### config.mk
export PLATFORM = sky130hd
export DESIGN_NAME = fifo_uart_tx
export DESIGN_NICKNAME = d
export VERILOG_FILES = /design/src/rtl/fifo_uart_tx.sv
export SDC_FILE = /design/constraint.sdc
export NUM_CORES = 1
export LEC_CHECK = 0
export CAP_MARGIN = 40
export CORE_UTILIZATION = 45
export CTS_CLUSTER_SIZE = 28
export DETAILED_ROUTE_END_ITERATION = 10
export GPL_ROUTABILITY_DRIVEN = 0
export MAX_ROUTING_LAYER = met4
export PLACE_DENSITY = 0.79
export SLEW_MARGIN = 10
export SYNTH_ARGS = -nofsm -noshare
export SYNTH_HDL_FRONTEND = slang
export SYNTH_SLANG_ARGS = --single-unit
### constraint.sdc
create_clock -name clk -period 1.85 [get_ports clk]
set_clock_uncertainty 0.05 [all_clocks]
set_input_delay 0.37 -clock clk [delete_from_list [all_inputs] [get_ports clk]]
set_output_delay 0.37 -clock clk [all_outputs]
set_load 0.03 [all_outputs]
### src/rtl/fifo_uart_tx.sv
// Serial transmit stage: pops words from an upstream synchronous FIFO and
// shifts each one out as a frame of start bit, data LSB first, optional
// parity bit and one stop bit.
module fifo_uart_tx #(
  parameter int unsigned DATA_WIDTH   = 8,
  parameter int unsigned CLKS_PER_BIT = 4,
  parameter int unsigned PARITY_EN    = 0,
  parameter int unsigned PARITY_ODD   = 0
) (
  input  logic                  clk,
  input  logic                  rst,
  input  logic                  enable,
  input  logic                  fifo_empty,
  input  logic [DATA_WIDTH-1:0] fifo_data,
  output logic                  fifo_re,
  output logic                  tx,
  output logic                  busy,
  output logic                  frame_done
);

  localparam int unsigned CNT_W = (CLKS_PER_BIT > 1) ? $clog2(CLKS_PER_BIT) : 1;
  localparam int unsigned BIT_W = (DATA_WIDTH > 1) ? $clog2(DATA_WIDTH) : 1;
  localparam logic [CNT_W-1:0] BAUD_LAST = CNT_W'(CLKS_PER_BIT - 1);
  localparam logic [BIT_W-1:0] BIT_LAST  = BIT_W'(DATA_WIDTH - 1);
  localparam logic             ODD_SEL   = (PARITY_ODD != 0);

  typedef enum logic [2:0] {
    S_IDLE,
    S_READ,
    S_LOAD,
    S_START,
    S_DATA,
    S_PARITY,
    S_STOP
  } state_t;

  state_t                r_state;
  logic [DATA_WIDTH-1:0] r_shreg;
  logic [CNT_W-1:0]      r_baud;
  logic [BIT_W-1:0]      r_bit;
  logic                  r_par;
  logic                  r_tx;
  logic                  r_re;
  logic                  r_busy;
  logic                  r_done;
  logic                  w_baud_end;

  assign w_baud_end = (r_baud == BAUD_LAST);

  // Frame sequencer: FIFO handshake, bit timing and registered line drive.
  always_ff @(posedge clk) begin
    if (!rst) begin
      r_state <= S_IDLE;
      r_shreg <= '0;
      r_baud  <= '0;
      r_bit   <= '0;
      r_par   <= 1'b0;
      r_tx    <= 1'b1;
      r_re    <= 1'b0;
      r_busy  <= 1'b0;
      r_done  <= 1'b0;
    end else begin
      r_done <= 1'b0;
      case (r_state)
        S_IDLE: begin
          r_baud <= '0;
          if (enable && !fifo_empty) begin
            r_re    <= 1'b1;
            r_busy  <= 1'b1;
            r_state <= S_READ;
          end
        end
        S_READ: begin
          r_re    <= 1'b0;
          r_state <= S_LOAD;
        end
        S_LOAD: begin
          r_shreg <= fifo_data;
          r_par   <= (^fifo_data) ^ ODD_SEL;
          r_tx    <= 1'b0;
          r_baud  <= '0;
          r_bit   <= '0;
          r_state <= S_START;
        end
        S_START: begin
          if (w_baud_end) begin
            r_baud  <= '0;
            r_tx    <= r_shreg[0];
            r_shreg <= r_shreg >> 1;
            r_state <= S_DATA;
          end else begin
            r_baud <= r_baud + CNT_W'(1);
          end
        end
        S_DATA: begin
          if (w_baud_end) begin
            r_baud <= '0;
            if (r_bit == BIT_LAST) begin
              if (PARITY_EN != 0) begin
                r_tx    <= r_par;
                r_state <= S_PARITY;
              end else begin
                r_tx    <= 1'b1;
                r_state <= S_STOP;
              end
            end else begin
              r_bit   <= r_bit + BIT_W'(1);
              r_tx    <= r_shreg[0];
              r_shreg <= r_shreg >> 1;
            end
          end else begin
            r_baud <= r_baud + CNT_W'(1);
          end
        end
        S_PARITY: begin
          if (w_baud_end) begin
            r_baud  <= '0;
            r_tx    <= 1'b1;
            r_state <= S_STOP;
          end else begin
            r_baud <= r_baud + CNT_W'(1);
          end
        end
        S_STOP: begin
          if (w_baud_end) begin
            r_baud  <= '0;
            r_done  <= 1'b1;
            r_busy  <= 1'b0;
            r_state <= S_IDLE;
          end else begin
            r_baud <= r_baud + CNT_W'(1);
          end
        end
        default: begin
          r_tx    <= 1'b1;
          r_re    <= 1'b0;
          r_busy  <= 1'b0;
          r_state <= S_IDLE;
        end
      endcase
    end
  end

  assign fifo_re    = r_re;
  assign tx         = r_tx;
  assign busy       = r_busy;
  assign frame_done = r_done;

endmodule
# [Word level (Yosys, flattened, before mapping)]
# Cells that the tools add are included.
[classes] n_lt_le_gt_ge=0 add_sub_neg=2 n_reduce_logical=18 shifts=0 mux=26 eq_ne=15 div_mod_pow=0 bitwise_logic=3 mul=0
[op_table] cell="two-way mux 3 bit" n=8
[op_table] cell="two-way mux 8 bit" n=3
[op_table] cell="one-hot mux 8 bit (3 select lines)" n=1
[op_table] cell="one-hot mux 3 bit (7 select lines)" n=1
[op_table] cell="!= test 2 bit, second input constant" n=7
[op_table] cell="equality test 3 bit, second input constant" n=4
[op_table] cell="OR reduction 5 bit" n=2
[op_table] cell="AND reduction 4 bit" n=2
[op_table] cell="two-way mux 1 bit" n=7
[op_table] cell="equality test 3 x 2 -> 1 bit, second input constant" n=2
[op_table] cell="one-hot mux 3 bit (2 select lines)" n=1
[op_table] cell="AND reduction 3 bit" n=2
[op_table] cell="AND reduction 6 bit" n=1
[op_table] cell="one-hot mux 1 bit (5 select lines)" n=1
[op_table] cell="one-hot mux 2 bit (2 select lines)" n=1
[op_table] cell="AND reduction 2 bit" n=2
[op_table] cell="nonzero test 2 bit" n=2
[op_table] cell="OR reduction 4 bit" n=1
[op_table] cell="adder 3 x 1 -> 3 bit, second input constant" n=1
[op_table] cell="equality test 3 x 1 -> 1 bit, second input constant" n=1
[op_table] cell="logical NOT 3 bit" n=1
[op_table] cell="NOT 1 bit" n=3
[op_table] cell="one-hot mux 1 bit (3 select lines)" n=1
[op_table] cell="nonzero test 3 bit" n=1
[op_table] cell="8 further kinds" n=8
[word_totals] out_inout_bits=4 regBits=20 latchBits=0 inputBits=12 mem_count=0 rom_bits=0 mem_bits_rw=0 wordCells=72

# [Logic depth before layout (Yosys ltp)]
# Gate-level depths: netlist of run 1.
[logic_depth] depth_word=4 ltp_mapped=7 ltp_nobuf=6

# [Worst setup path after synthesis of run 1]
# No wires, ideal clock.
[synth_path] kind="flip-flop to flip-flop" startpoint="reg r_baud[0]" endpoint="reg r_shreg[7]" path_stages_with_launch=8 path_buffers=2 setup_ps=119 setup_slack_ps=286 required_ps=1681 period_less_slack_ps=1564 arrival_ps=1395 path_cell_list="dfxtp_1 > ha_1 > nand2b_1 > and2_4 > buf_6 > or2_1 > buf_6 > mux2i_1"
[synth_between] elab_chain_len=3 word_cells_on_any_way=4 cone_classes="eq/ne (3); reduce/logical (1)"
[synth_lines] element="from (decl)" line_no="39" rtl="logic [CNT_W-1:0] r_baud;"
[synth_lines] element="from (signal assigned)" line_no="92" rtl="r_baud <= r_baud + CNT_W'(1);"
[synth_lines] element="from (signal assigned)" line_no="112" rtl="r_baud <= r_baud + CNT_W'(1);"
[synth_lines] element="from (signal assigned)" line_no="121" rtl="r_baud <= r_baud + CNT_W'(1);"
[synth_lines] element="equality test 2 bit (*)" line_no="48" rtl="assign w_baud_end = (r_baud == BAUD_LAST);"
[synth_lines] element="named net w_baud_end" line_no="46" rtl="logic w_baud_end;"
[synth_lines] element="!= test 2 bit (no line)"
[synth_lines] element="AND reduction 4 bit (no line) (*)"
[synth_lines] element="to (signal assigned)" line_no="78" rtl="r_shreg <= fifo_data;"
[synth_lines] element="to (signal assigned)" line_no="89" rtl="r_shreg <= r_shreg >> 1;"
[synth_lines] element="to (signal assigned)" line_no="109" rtl="r_shreg <= r_shreg >> 1;"
[synth_lines] element="to (decl)" line_no="38" rtl="logic [DATA_WIDTH-1:0] r_shreg;"
# Mark *: on every way through the listed nets, which the timed path passes. The rest lies on a longest branch.
# A chain may end at the register's enable or synchronous reset.

# [Final worst setup path of run 1]
[layout_path] startpoint="reg r_re (netlist: fifo_re)" endpoint="out fifo_re"
[layout_rtl] element="from (decl)" line_no="43" rtl="logic r_re;"
[layout_rtl] element="from (signal assigned)" line_no="59" rtl="r_re <= 1'b0;"
[layout_rtl] element="from (signal assigned)" line_no="68" rtl="r_re <= 1'b1;"
[layout_rtl] element="from (signal assigned)" line_no="74" rtl="r_re <= 1'b0;"
[layout_rtl] element="to (decl)" line_no="15" rtl="output logic fifo_re,"
# No word-level cell between the ends.

==> flow_results.org, run 1 <==
** Outcome
- Outcome :: completed

** Timing
- Final hold vios :: 0
- Max Fclk :: 0.563 GHz
- RSZ-0062 raised after global routing :: no
- Setup slack closes at 0.0744 ns.
- In this run the tightest slew margin relative to its limit is 73.9%.
- Clock period minus final worst setup slack :: 1.78 ns
- Summed negative setup slack over all endpoints :: 0 ns
- Pins Over Slew Limit :: 0
- Share of the clock period used by the worst path :: 96.0%
- Slew of the pin with the lowest slew margin :: 0.383 ns
- Post-Route Hold Slack :: 0.428 ns
- Setup violations remaining at the end of the flow were counted as 0.

** Flow run
- The tool flagged a number of max-cap violations equal to 0.

** Placement
- Number of port buffers :: 15
- Prior to clock tree synthesis, the placed netlist has a worst setup slack of 0.0949 ns.
- Once detailed placement completed, the half-perimeter wirelength came to 1.63 mm.

** Route
- Number of DRC violations after detailed routing :: 0
- In this run the remaining antenna-violating nets after routing total 0.
- After detailed routing, the total wire length is 2.25 mm.
- The detailed router finished its first iteration with 18 violations.
- In the final routed layout, each cell accounts on average for 13.2 um.
- The routed layout has 972 vias.
- After detailed routing, the number of vias per cell comes to 5.72.
- The pre-antenna-repair detailed-routing pass consisted of 4 iterations.

** Setup path
- Stages on worst setup path :: 1
- Setup crit end kind :: output port
- The critical path in this run is classified as reg -> out.
- The worst register-to-register path begins at r_bit[0]$_SDFFE_PN0P_.
- Endpoint of the lowest-slack register-to-register path :: r_bit[0]$_SDFFE_PN0P_
- On the critical path, the stage with the largest delay is an instance of clkdlybuf4s50_1.
- The kind of cell with the highest combined delay along the critical path is buffers and inverters.
- Kind of start point of the critical path :: register
- The setup check on the worst reg-to-reg path leaves a slack of 0.18 ns.
- Req. time, crit path :: 1.43 ns
- The critical path ends at fifo_re.
- Combined buffer and inverter count along the critical path :: 1
- The largest single stage delay on the critical path is 0.68 ns.
- The worst register-to-register path has a depth of 7.
- CP arrival :: 1.36 ns
- The most critical setup path has its startpoint at fifo_re$_SDFFE_PN0P_.
- Of all nets on the critical path, the largest fanout is 3.
- Series of cell instances along the critical path :: clkdlybuf4s50_1

** Clock network
- Clock transition at path regs :: 0.12 ns
- In this run, CTS created clock tree buffers numbering 3.
- Clock tree synthesis found a total of 20 sinks.
- In this run the number of H-tree levels came out at 1.
- Setup repair bufs after CTS :: 0
- Clock Tree Root :: clkbuf_4
- CTS tree :: built
- Later-pin clock latency in the skew report :: 0.31 ns
- The clock passes through at most 2 buffers.

** Synthesis
- Post-Synthesis Mean Instance Area :: 8.81 sq um
- Post-synthesis cell area :: 0.00111 sq mm
- Post-Syn Nets :: 141
- For this run, the register share of the synthesized area comes to 36.1%.
- Summed over its instances, the top area cell type makes up 36.1% of the synthesized netlist area.
- During synthesis, Yosys emitted a total of 0 warnings.
- After synthesis the netlist holds a flip-flop and latch count of 20.
- The largest total area in the synthesized netlist belongs to dfxtp_1.
- Number of library cell types mapped by synthesis :: 35
- Post-synthesis instance total :: 126
- Yosys attributes the largest share of cell area to dfxtp_1 (36%), mux2i_1 (7.2%), a21oi_1 (6.8%).

** Worst hold path
- Along the worst hold path, the cell count comes to 2.
- HP Class :: reg -> reg

** Die
- Measured along the x axis, the die boundary spans 51.7 um.
- Number of placement rows :: 17
- Once the floorplan was initialized, standard cells occupied 48.8% of the core.
- Measured along the y axis, the die boundary spans 51.7 um.
- Die Area :: 0.00267 sq mm
- The core region is 0.00228 sq mm.
- IO Count :: 16

** Layout
- From synthesis to final layout, the design area changed by 21.8%.
- The number of antenna diodes in the final layout is 0.
- Final net count :: 158
- Share of cells above drive strength 1 :: 11.3%

** Global route
- The first global-routing pass estimated 3.86 mm of wire.
- The number of antenna violations at the first check in global routing came to 0.
- The total overflow left after global routing is 0.
- In the global route stage, overall resource usage came out at 19.8%.
- Number of global-route vias before repair :: 857
- Pin count of the biggest net entering global routing :: 22

** Power and ir drop
- Total power per unit cell area :: 879 mW/mm^2
- For this design the static power due to leakage is 0.582 nW.
- Maximum vdd drop :: 0.000804 V
[sequential cells by signal (all words and copies together) (netlist names)]
| register | count |
|---|---|
| busy | 1 |
| fifo_re | 1 |
| frame_done | 1 |
| r_baud | 2 |
| r_bit | 3 |
| r_shreg | 8 |
| r_state | 3 |
| tx | 1 |
[area by class of cell]
type,count,area [sq um]
Clock buffer,3,22.5
Sequential cell,20,400
Tap cell,28,35.0
Timing Repair Buffer,23,213
Multi-Input combinational cell,95,651
Fill cell,219,925
Clock inverter,1,30.0
[cells in the mapped netlist (all sizes together)]
library cell	n
and3	1
mux2i	9
clkbuf	5
nand2b	6
nor2b	3
and3b	1
a22oi	1
nand4b	1
o21bai	1
dfxtp	20
a21oi	15
ha	3
nand2	7
o31ai	7
a32oi	1
o31a	1
nand4	1
nor2	7
nor3b	3
a31oi	1
o21ai	8
or4b	1
buf	6
and2	3
nor4bb	1
o21a	2
a21boi	5
nand3	3
or3b	2
or2	1
[worst reg2reg max path: cells and delay by family, from the launching register on]
family | cells | cell delay [ns]
AND/OR/NAND/NOR | 3 | 0.55
adder cells (fa/ha/maj) | 2 | 0.40
flip-flops | 1 | 0.34
buffers and inverters | 1 | 0.17
AO/OA/AOI/OAI | 1 | 0.10
[layer usage]
layer	global-route usage, %	share of wire, %
met1	23.6	45
met2	33.5	50
met3	5.26	3.7
met4	4.05	0.80
met5	-	0
[per-stage QoR]
step                      std cells  area [sq um]  power (mW)  utilization, %
after global placement          166          1290       0.816            56.8
after detailed placement        166          1290       0.826            56.8
after global routing            170          1350        1.26            59.4
after floorplan                 126          1110       0.744               -
final                           170          1350        1.19            59.4
after CTS                       170          1350        1.19            59.2
[where the power goes]
group,leakage [nW],total (mW),switching (mW),internal (mW)
sequential,0.164,0.518,0.0406,0.478
combinational,0.391,0.304,0.152,0.152
clock,0.0279,0.366,0.147,0.219
total,0.582,1.19,0.339,0.848
[logic make-up (layout without fill, tap and decap cells)]
family	Yosys count	after routing	synth area share, %
compound gates	42	42	23.3
simple gates	41	41	22.4
flops	20	20	36.1
buf+inv	11	27	5.52
mux	9	9	9.24
fa+ha+maj	3	3	3.38
[worst min-delay path by stage]
stage,startpoint,endpoint
after floorplan,r_shreg[7]$_SDFFE_PN0P_,r_shreg[7]$_SDFFE_PN0P_
after global placement,r_shreg[7]$_SDFFE_PN0P_,r_shreg[7]$_SDFFE_PN0P_
after detailed placement,r_shreg[7]$_SDFFE_PN0P_,r_shreg[7]$_SDFFE_PN0P_
after CTS,r_shreg[7]$_SDFFE_PN0P_,r_shreg[7]$_SDFFE_PN0P_
after global routing,r_bit[1]$_SDFFE_PN0P_,r_bit[1]$_SDFFE_PN0P_
final,r_shreg[7]$_SDFFE_PN0P_,r_shreg[7]$_SDFFE_PN0P_
[layout by cell type, fill, tap and decap left out, drive strengths merged, types with 2 or more instances in the layout]
| master | count |
|---|---|
| mux2i | 9 |
| nor3b | 3 |
| buf | 8 |
| ha | 3 |
| nor2 | 7 |
| clkdlybuf4s50 | 14 |
| dfxtp | 20 |
| o21a | 2 |
| clkbuf | 3 |
| nand3 | 3 |
| nand2 | 7 |
| nand2b | 6 |
| nor2b | 3 |
| o21ai | 8 |
| a21oi | 15 |
| and2 | 3 |
| a21boi | 5 |
| or3b | 2 |
| o31ai | 7 |
[what timing repair did]
action / in CTS / in global routing
endpoints found under the setup margin: 0 / 9
gates resized for setup: 0 / 2
hold buffers: 0 / 0
(Power assumes the default switching activity.)
==> run 2, diff against run 1 <==
--- a/config.mk
+++ b/config.mk
@@ -5,6 +5,7 @@
 export SDC_FILE = /design/constraint.sdc
 export NUM_CORES = 1
 export LEC_CHECK = 0
+export ABC_AREA = 0
 export CAP_MARGIN = 40
 export CORE_UTILIZATION = 45
 export CTS_CLUSTER_SIZE = 28
==> results of run 2 <==
The final DEF is identical to that of run 1; final timing and power are the same.
==> run 3, diff against run 2 <==
--- a/config.mk
+++ b/config.mk
@@ -11,8 +11,9 @@
 export CTS_CLUSTER_SIZE = 28
 export DETAILED_ROUTE_END_ITERATION = 10
 export GPL_ROUTABILITY_DRIVEN = 0
+export HOLD_SLACK_MARGIN = 0.1
 export MAX_ROUTING_LAYER = met4
-export PLACE_DENSITY = 0.79
+export PLACE_DENSITY = 0.82
 export SLEW_MARGIN = 10
 export SYNTH_ARGS = -nofsm -noshare
 export SYNTH_HDL_FRONTEND = slang
==> constraint.sdc (replaced) <==
create_clock -name clk -period 1.6 [get_ports clk]
set_clock_uncertainty 0.05 [all_clocks]
set_input_delay 0.32 -clock clk [delete_from_list [all_inputs] [get_ports clk]]
set_output_delay 0.32 -clock clk [all_outputs]
set_load 0.03 [all_outputs]
==> run 3 against run 2 <==
Sequential cell count stayed put. Largest cell class unchanged. Cell area is 10% higher. Clock-buffer cell count stayed put.
==> flow_results.org, run 3 (same netlist as run 1, synthesis figures left out) <==
** Timing
- The post-route worst setup slack came to 0.0172 ns (-0.0572 ns).
- The count of final max-slew check failures is 0 (unchanged).
- The routed design could run at a clock period as short as 1.58 ns.
- Slew of the pin with the lowest slew margin :: 0.321 ns (-0.0620 ns)
- Final setup violation count :: 0 (unchanged)
- Setup repair after global routing could not meet its margin everywhere.
- The worst slew margin relative to its limit is 78.6% (+4.6 points).
- The number of hold-slack violations in the final timing report came to 0 (unchanged).
- Static timing analysis puts the maximum clock frequency at 0.632 GHz.
- The post-route setup TNS was 0 ns (unchanged).
- Share of the clock period used by the worst path :: 98.9%

** Clock network
- Number of clock sinks :: 20 (unchanged)
- Total CTS buffers :: 3 (unchanged)
- Clock Tree Root :: clkbuf_4
- Max Root-Sink Buffers :: 2 (unchanged)
- TritonCTS built the clock tree.
- The maximum level of the CTS H-tree came to 1 (unchanged).
- Hold buffer count at CTS :: 0 (unchanged)
- The clock-pin transition on the worst setup and hold timing paths was 0.12 ns (about the same).
- The clock insertion delay at the later pin of the skew report was 0.31 ns (about the same).

** Die
- Number of placement rows :: 17 (unchanged)
- Floorplan Core Area :: 0.00228 sq mm (unchanged)
- The die span in y was 51.7 um (unchanged).
- The horizontal die dimension is 51.7 um (unchanged).
- The I/O pin count came to 16 (unchanged).
- Die Area :: 0.00267 sq mm (unchanged)
- Initial core utilization :: 48.8% (unchanged)

** Placement
- The count of port buffers added during placement is 15 (unchanged).
- The post-detailed-placement cell area came to 0.00138 sq mm (+6.8%).
- Total half-perimeter wirelength after legalization and detailed placement :: 1.80 mm (+11%)
- Number of instances in the placed design :: 176 (+6.0%)
- The worst slack at placement is -0.0448 ns (-0.140 ns).

** Setup path
- CP arrival :: 1.79 ns (+0.43 ns)
- The data required time at the worst endpoint is 1.80 ns (+0.37 ns).
- The maximum net fanout on the critical path came to 2 (-1).
- Series of cell instances along the critical path :: ha_4, ha_4, nor3b_2, and3b_1, or2_4, buf_6, mux2i_1
- The maximum single-stage delay on the critical path is 0.36 ns (-0.32 ns).
- The sum of buffers and inverters on the critical path came to 1 (unchanged).
- The startpoint identified for the worst register-to-register timing path is r_bit[1]$_SDFFE_PN0P_.
- The depth of the worst register-to-register path was 7 (unchanged).
- Crit Path Class :: reg -> reg
- Cell mode on critical path :: ha_4
- The number of cells on the critical path came to 7 (+6).
- Largest delay share family, worst path :: simple AND/OR/NAND/NOR gates
- Kind of start point of the critical path :: register
- Among all stages on the critical path, the largest delay is contributed by dfxtp_2.
- STA classifies the critical path endpoint as a register.
- In this run the worst setup path begins at r_bit[1]$_SDFFE_PN0P_.

** Route
- DR WL/cell :: 14.3 um (+7.9%)
- Number of design-rule violations left by the first detailed-router iteration :: 27 (+9)
- Number of DRC violations after detailed routing :: 0 (unchanged)
- The total via count in the routed design is 1038 (+6.8%).
- Detail-routed via count per cell :: 5.73 (+0.30%)
- First drt pass iteration count :: 4 (unchanged)
- Total routed wirelength :: 2.58 mm (+15%)
- The number of nets with antenna violations after detailed routing came to 0 (unchanged).

** Global route
- Grt total ovfl :: 0 (unchanged)
- First-pass GRT wire length :: 4.28 mm (+11%)
- Met1 Track Usage GR :: 22.9% (-0.67 points)
- The number of global-route vias before repair is 1020 (+19%).
- The number of antenna violations at the first check in global routing was 0 (unchanged).
- The layer flagged by global routing as most heavily used is met2.
- The total routing usage reported by global routing was 21.9% (+2.1 points).
- GR Util met3 :: 5.56% (+0.29 points)
- Met2 global-route usage :: 41.1% (+7.6 points)
- The maximum number of pins on one net before global-route repair is 22 (unchanged).

** Power and ir drop
- Switching component of the power :: 415 uW (+22%)
- The internal power consumption came to 1.03 mW (+22%).
- Total power per unit cell area :: 972 mW/mm^2 (+11%)
- The worst-case vdd ir drop came to 0.000709 V (-12%).
- Reported leakage power :: 0.640 nW (+9.9%)
- The sequential group share of total power was 40.9% (-2.7 points).
- Sw Ratio :: 28.7% (+0.088 points)
- The share of power burned in combinational logic came to 29.8% (+4.2 points).
- PnR Total Power :: 1.45 mW (+22%)
- The power share of the clock group came to 29.3% (-1.5 points).

** Outcome
- The flow ran to the end, and the final reports show no timing, DRC or antenna violations.

** Layout
- Max FFs per register :: 8 (unchanged)
- Final std cells w/o fill :: 181 (+6.5%)
- The layout cell share with drive strength beyond 1 was 22.9% (+12 points).
- Most frequent standard cell in the layout excluding fill and tap cells :: dfxtp_1
- Syn-to-layout area delta :: 34.3%
- The layout filler cell count came to 195 (-11%).
- Ant diodes :: 0 (unchanged)
- Counting flops per register, the top entry is r_shreg.
- Final net count :: 169 (+7.0%)
- The design area was 0.00149 sq mm (+10%).
- Top flop regs :: r_shreg: 8 flops, r_bit: 3 flops, r_state: 3 flops
- Most frequent cells in the layout :: dfxtp_1 (17), buf_4 (15), a21oi_1 (14)

** Worst hold path
- The cell count of the worst hold path was 2 (unchanged).
- HP Class :: reg -> reg
- Hold_sp :: r_shreg[7]$_SDFFE_PN0P_

** Flow run
- Number of max-cap violations :: 0 (unchanged)
run 3: cell count changes in the layout (fill, tap and decap cells not counted), sizes merged:
cell           before  now
dlymetal6s2s        1    0
dlygate4sd2         0    4
buf                 8   19
clkdlybuf4s50      14   11
run 3: final timing paths:
path	end	slack, ns
worst max-delay path	r_shreg[7]$_SDFFE_PN0P_	0.02
worst min register to register	r_shreg[7]$_SDFFE_PN0P_	0.44
worst max register to register	r_shreg[7]$_SDFFE_PN0P_	0.02
worst min-delay path	r_shreg[7]$_SDFFE_PN0P_	0.44
run 3: metrics by stage:
stage	utilization (%)	hold WS (ns)
finish	65.5	0.436
floorplan	-	0.384
CTS	63.8	0.442
global route	65.5	0.476
global placement	60.7	0.393
detailed placement	60.7	0.425
run 3: layout make-up:
type	count	area, sq um	area share (%)
Timing Repair Buffer	34	312	20.9
Tap cell	28	35.0	2.35
Clock buffer	3	22.5	1.51
Multi-Input combinational cell	95	687	46.1
Sequential cell	20	404	27.1
Clock inverter	1	30.0	2.02
run 3: worst min-delay path: cells and delay by family, from the launching register on:
kind | cells | cell delay, ns
multiplexers | 1 | 0.06
flip-flops | 1 | 0.33
AND/OR/NAND/NOR | 1 | 0.06
run 3: power groups by stage:
stage	Sequential, mW	Clock [mW]	Combinational (mW)
6_report	0.593	0.424	0.432
5_1_grt	0.601	0.446	0.467
4_1_cts	0.591	0.429	0.420
3_5_place_dp	0.602	0	0.419
3_3_place_gp	0.601	0	0.402
2_1_floorplan	0.611	0	0.250
run 3: what timing repair did:
item | 4_1_cts | 5_1_grt
resized for setup | 12 | 8
buffers inserted | 0 | 1
endpoints found under the setup margin | 14 | 12
pin swaps | 2 | 4
hold endpoints to repair | 0 | 0
run 3: per-layer routing:
layer  vias up  wire length, um
met3         2              127
li1        510                -
met1       498             1080
met5         -                0
met2        28             1370
met4         0                8
